$ cat src/rtl/lift_call_conditioner.sv
// Lift call-button conditioner: synchronise, debounce and latch three floor calls.
// Define LIFT_CALL_DEBOUNCE_EN to build the debounce counters; otherwise stable = sync output registered once.
module lift_call_conditioner #(
    parameter int unsigned DEBOUNCE_CYCLES = 1000000
) (
    input  logic clock,
    input  logic reset,
    input  logic btn0,
    input  logic btn1,
    input  logic btn2,
    input  logic bottom,
    input  logic middle_plus,
    input  logic middle_minus,
    input  logic top,
    input  logic enable,
    output logic call0,
    output logic call1,
    output logic call2,
    output logic pending
);

    if (DEBOUNCE_CYCLES < 1 || DEBOUNCE_CYCLES > (1 << 24)) begin : g_bad_cfg
        $error("DEBOUNCE_CYCLES out of range 1..2^24");
    end

    logic [2:0] btn_raw;
    logic [2:0] at_floor;
    logic [2:0] clear;
    logic [2:0] rise;
    logic [2:0] sync1_q, sync1_d;
    logic [2:0] sync2_q, sync2_d;
    logic [2:0] stable_q, stable_d;
    logic [2:0] call_q, call_d;
    logic       pending_q, pending_d;

    assign btn_raw  = {btn2, btn1, btn0};
    assign at_floor = {top, middle_plus & middle_minus, bottom};

    always_comb begin
        sync1_d   = btn_raw;
        sync2_d   = sync1_q;
        clear     = {3{~enable}} & at_floor;
        rise      = stable_d & ~stable_q;
        // Clear has priority over a same-cycle press on the same floor.
        call_d    = (call_q | rise) & ~clear;
        pending_d = |call_q;
    end

`ifdef LIFT_CALL_DEBOUNCE_EN
    localparam int unsigned CW = $clog2(DEBOUNCE_CYCLES) + 1;
    localparam logic [CW-1:0] CNT_MAX = CW'(DEBOUNCE_CYCLES - 1);
    localparam logic [CW-1:0] CNT_ONE = CW'(1);

    logic [CW-1:0] cnt_q [3];
    logic [CW-1:0] cnt_d [3];

    // Counter holds at CNT_MAX only for the cycle that flips stable, then clears.
    always_comb begin
        for (int i = 0; i < 3; i++) begin
            stable_d[i] = stable_q[i];
            cnt_d[i]    = '0;
            if (sync2_q[i] != stable_q[i]) begin
                if (cnt_q[i] == CNT_MAX) begin
                    stable_d[i] = sync2_q[i];
                end else begin
                    cnt_d[i] = cnt_q[i] + CNT_ONE;
                end
            end
        end
    end

    always_ff @(posedge clock or posedge reset) begin
        if (reset) begin
            for (int i = 0; i < 3; i++) begin
                cnt_q[i] <= '0;
            end
        end else begin
            cnt_q <= cnt_d;
        end
    end
`else
    always_comb begin
        stable_d = sync2_q;
    end
`endif

    always_ff @(posedge clock or posedge reset) begin
        if (reset) begin
            sync1_q   <= '0;
            sync2_q   <= '0;
            stable_q  <= '0;
            call_q    <= '0;
            pending_q <= 1'b0;
        end else begin
            sync1_q   <= sync1_d;
            sync2_q   <= sync2_d;
            stable_q  <= stable_d;
            call_q    <= call_d;
            pending_q <= pending_d;
        end
    end

    assign call0   = call_q[0];
    assign call1   = call_q[1];
    assign call2   = call_q[2];
    assign pending = pending_q;

endmodule

$ cat config.mk
export PLATFORM = sky130hd
export DESIGN_NAME = lift_call_conditioner
export DESIGN_NICKNAME = d
export VERILOG_FILES = /design/src/rtl/lift_call_conditioner.sv
export SDC_FILE = /design/constraint.sdc
export NUM_CORES = 1
export LEC_CHECK = 0
export ABC_AREA = 1
export CORE_AREA = 4 4 41 43
export CTS_CLUSTER_DIAMETER = 50
export DETAILED_ROUTE_END_ITERATION = 7
export DIE_AREA = 0 0 45 47
export PLACE_DENSITY = 0.57
export SYNTH_ARGS = -nofsm -noshare
export SYNTH_HDL_FRONTEND = slang
export SYNTH_SLANG_ARGS = --single-unit
$ cat constraint.sdc
create_clock -name clock -period 1 [get_ports clock]
set_input_delay 0.2 -clock clock [delete_from_list [all_inputs] [get_ports clock]]
set_output_delay 0.2 -clock clock [all_outputs]
set_load 0.02 [all_outputs]
* After elaboration in Yosys (flattened, before gate mapping)
Index checks and enable logic that the tools add are counted.
** Storage, ports and cells
- Register bits :: 13
- Bits of input ports :: 10
- Output and inout bits :: 4
- Word-level logic and storage cells :: 14
** Cells by class
- Bitwise logic cells :: 8
- Reduce and logical (&&, ||, !) cells :: 1
** Operators with widths (count)
- 3-bit AND :: 3
- 3-bit NOT :: 2
- 3-bit OR :: 1
- 3-bit OR reduction :: 1
- 1-bit AND :: 1
- 1-bit NOT :: 1

* Longest topological paths before layout
- Word-level depth :: 4
- Mapped depth :: 5
- Depth with buffers taken out :: 5

* Worst setup path before layout
OpenSTA, ideal clock, no wires.
- Path kind :: flip-flop to flip-flop
- Start point :: register call_q[1]
- End point :: register call_q[1]
- Library setup time :: 0.113 ns
- Arrival :: 0.642 ns
- Data required time :: 0.887 ns
- Path slack :: 0.246 ns
- Stages on the path, launching flop included :: 5
- Path buffers :: 0
- Clock period less this slack :: 0.754 ns
- Path through :: dfrtp_1 > inv_1 > nand2_1 > nand2_1 > inv_1
** On the way
- Longest elaborated chain between the ends :: 2
** RTL lines
- from (decl) :: RTL line 33 : logic [2:0] call_q, call_d;
- from (signal assigned) :: RTL line 98 : call_q <= call_d;
- 3-bit OR :: RTL line 45 : call_d = (call_q | rise) & ~clear;
- 3-bit AND :: RTL line 45
- net call_d[1] :: RTL line 33
The timed path passes the listed nets, and every way through them passes these cells.

* Worst setup path after layout
- Start point :: register call_q[0]
- End point :: output port call0
** RTL lines
- to (decl) :: RTL line 16 : output logic call0,
No word-level cell between the ends.

==> run_results.csv <==
group,metric,value,unit
floorplanning,die_width,45,um
drt,drc_errors,0,
synthesis,synthDominantAreaCellType,"sky130_fd_sc_hd__dfrtp_1",
finish,multi_input_area,46.3,um^2
synthesis,number_of_flops_mapped_to_enable_cells_by_yosys,0,
worst_setup_path,critical_path.cell_chain,"buf_6",
floorplanning,floorplan.initialDensity,0.317,
synthesis,post_synth_inst_count,35,
sta,timing_worst_slew_pin_value,163,ps
drt,routed_wire_length_per_instance,8.93,um
finish,final_net_count,65,
sta,grt_setup_unrepaired,"yes",
clock_tree,ctsHtreeMaxLevel,1,
drt,drtPass1Iterations,1,
pwr,power_per_cell_area,1710,nW/um^2
clock_tree,numCtsBuffers,3,
global_routing,groute.usage.overall,0.0723,
global_routing,grt.overflow.total,0,
drt,detailroute.via_count,264,
run_status,outcome,"finished, violations left",
clock_tree,ctsHoldBuffers,0,
floorplanning,core-area,1300,um^2
worst_hold_path,hold_class,"input port to async pin",
sta,finalCriticalPeriod,1000,ps
worst_setup_path,crit_buf_inv,1,
floorplanning,io_pins,14,
global_routing,grt_antenna_before_repair,0,
clock_tree,clock_sink_count,13,
worst_setup_path,crit_family,"flip-flops",
global_routing,pin_count_of_the_biggest_net_entering_global_routing,14,
sta,finalMaxSlewViolations,0,
synthesis,synth.cell_area,413,um^2
sta,slew_headroom,0.892,
clock_tree,clock_transition_time_at_the_flip_flop_clock_pins_of_the_worst_setup_and_hold_paths,80,ps
sta,whs,202,ps
global_routing,first_global_vias,254,
worst_setup_path,critPathMaxFanout,2,
worst_setup_path,crit_arrival,800,ps
finish,sequential_cell_area,325,um^2
worst_setup_path,critical_path.endpoint_type,"output port",
synthesis,synth-main-ff-cell,"sky130_fd_sc_hd__dfrtp_1",
drt,routed_via_density,3.83,
worst_setup_path,startpoint_type,"register",
placement,placed_cell_area,569,um^2
drt,route.final.wire_length,616,um
clock_tree,cts_max_path_buffers,2,
sta,setup_viol_count_final,1,
drt,detail-route-antenna-nets,0,
synthesis,synthesis.nets,45,
synthesis,async_reset_ff_frac,1.00,
placement,place_ws,-145,ps
synthesis,synthDominantCellAreaShare,0.788,
worst_setup_path,slowest_delay,400,ps
synthesis,post_synth.cell_area_avg,11.8,um^2
sta,finalCritPeriodShare,1.00,
finish,area_growth,47.6,%
worst_setup_path,critPathKind,"register to output port",
sta,totalNegativeSetupSlack,-2.60,ps
synthesis,most_frequently_used_cell_type_in_the_post_synthesis_netlist,"sky130_fd_sc_hd__dfrtp_1",
pwr,power_leakage,0.316,nW
floorplanning,dieArea,2120,um^2
placement,dp_hpwl,490,um
sta,final.setup_skew,3.92,ps
floorplanning,row_count,13,
synthesis,synth_cell_types,6,
job,max_cap_viol_count,0,
clock_tree,cts_tree,"built",
sta,finalHoldViolations,0,
sta,achievable-frequency,0.997,GHz
synthesis,yosys_register_bits,13,
placement,gp_congestion,0.623,
placement,buffer_ports.inserted,13,
worst_setup_path,crit_required,800,ps
worst_setup_path,worst_path_max_delay_cell,"sky130_fd_sc_hd__dfrtp_1",
finish,fill_cells,126,
sta,worst_slack,-2.60,ps
floorplanning,floorplan.die.height,47,um
synthesis,synth.yosys.warnings,0,
finish,antennaDiodeCount,0,
synthesis,synth.top_cells.by_count,"sky130_fd_sc_hd__dfrtp_1 (13), sky130_fd_sc_hd__inv_1 (11), sky130_fd_sc_hd__nand2_1 (5)",
clock_tree,clk-insertion-delay-late,270,ps
finish,design_area,609,um^2
drt,dr.first_iter.drc_count,0,
synthesis,post_synthesis_sequential_area_ratio,0.788,
finish,drive_gt1_frac,0.185,
pwr,ir_drop,0.000669,V
global_routing,wire_length_of_the_first_global_routing_pass,1.02,mm
synthesis,synth.top_cells.by_area,"sky130_fd_sc_hd__dfrtp_1 (79%), sky130_fd_sc_hd__inv_1 (10%), sky130_fd_sc_hd__nand2_1 (4.5%)",
clock_tree,cts_root_buffer,"sky130_fd_sc_hd__clkbuf_4",
run_status,violations,"setup timing",
## flip-flops by register name (all words and copies together), names as in the netlist
name / count
sync1_q: 3
stable_d: 3
call_q: 3
pending: 1
stable_q: 3
## stage by stage
stage	power (mW)	utilization	std cells
floorplan	0.643	-	35
finish	1.04	0.468	69
global placement	0.724	0.438	64
global route	1.12	0.468	69
detailed placement	0.730	0.438	64
CTS	1.04	0.453	68
## placed cells by master (no fill, tap or decap)
cell type,Yosys,layout
sky130_fd_sc_hd__dfrtp_1,13,13
sky130_fd_sc_hd__inv_1,11,11
sky130_fd_sc_hd__clkdlybuf4s50_1,0,9
sky130_fd_sc_hd__nand2_1,5,5
sky130_fd_sc_hd__buf_6,0,4
sky130_fd_sc_hd__clkbuf_4,0,3
sky130_fd_sc_hd__nand3_1,2,2
sky130_fd_sc_hd__nor2_1,2,2
sky130_fd_sc_hd__a21oi_1,2,2
sky130_fd_sc_hd__buf_4,0,2
sky130_fd_sc_hd__clkinv_2,0,1
## worst paths after layout
kind	startpoint	end	slack, ps	depth (start not counted)
worst max-delay path	call_q[0]	call0	-3	1
worst min-delay path	reset	stable_d[2]	200	3
worst max register to register	call_q[2]	pending	240	3
worst min register to register	sync1_q[1]	stable_d[1]	350	0
max in group asynchronous	reset	call_q[0]	640	3
min in group clock	sync1_q[1]	stable_d[1]	350	0
## logic make-up (layout without fill, tap and decap cells)
group | after synthesis | count (layout) | share of synthesized area
AOI/OAI and AO/OA | 2 | 2 | 0.0242
buffers and inverters | 11 | 30 | 0.100
DFF | 13 | 13 | 0.788
and+or+nand+nor | 9 | 9 | 0.0879
## timing repair
item / CTS / global route
buffers inserted: 0 / 1
gates resized for setup: 20 / 4
endpoints found under the setup margin: 4 / 4
## layer usage
layer / share of wire / up-vias / track usage / wire length (um)
met4: 0 / 0 / 0.0526 / 0
met5: 0 / - / 0 / 0
met3: 0.13 / 0 / 0.0345 / 77
met1: 0.40 / 118 / 0.0766 / 247
li1: - / 135 / - / -
met2: 0.47 / 11 / 0.113 / 291
## final cells by class
type / instances / area share
Tap cell: 15 / 0.0308
Timing Repair Buffer: 15 / 0.246
Clock inverter: 1 / 0.00821
Sequential cell: 13 / 0.534
Multi-Input combinational cell: 11 / 0.0760
Inverter: 11 / 0.0678
Clock buffer: 3 / 0.0370
## power by group
group	switching (mW)	total, mW	internal (mW)
Sequential	0.0170	0.578	0.561
Combinational	0.0655	0.150	0.0847
Clock	0.166	0.314	0.148
Note: power is estimated with default switching activity, not from simulation.
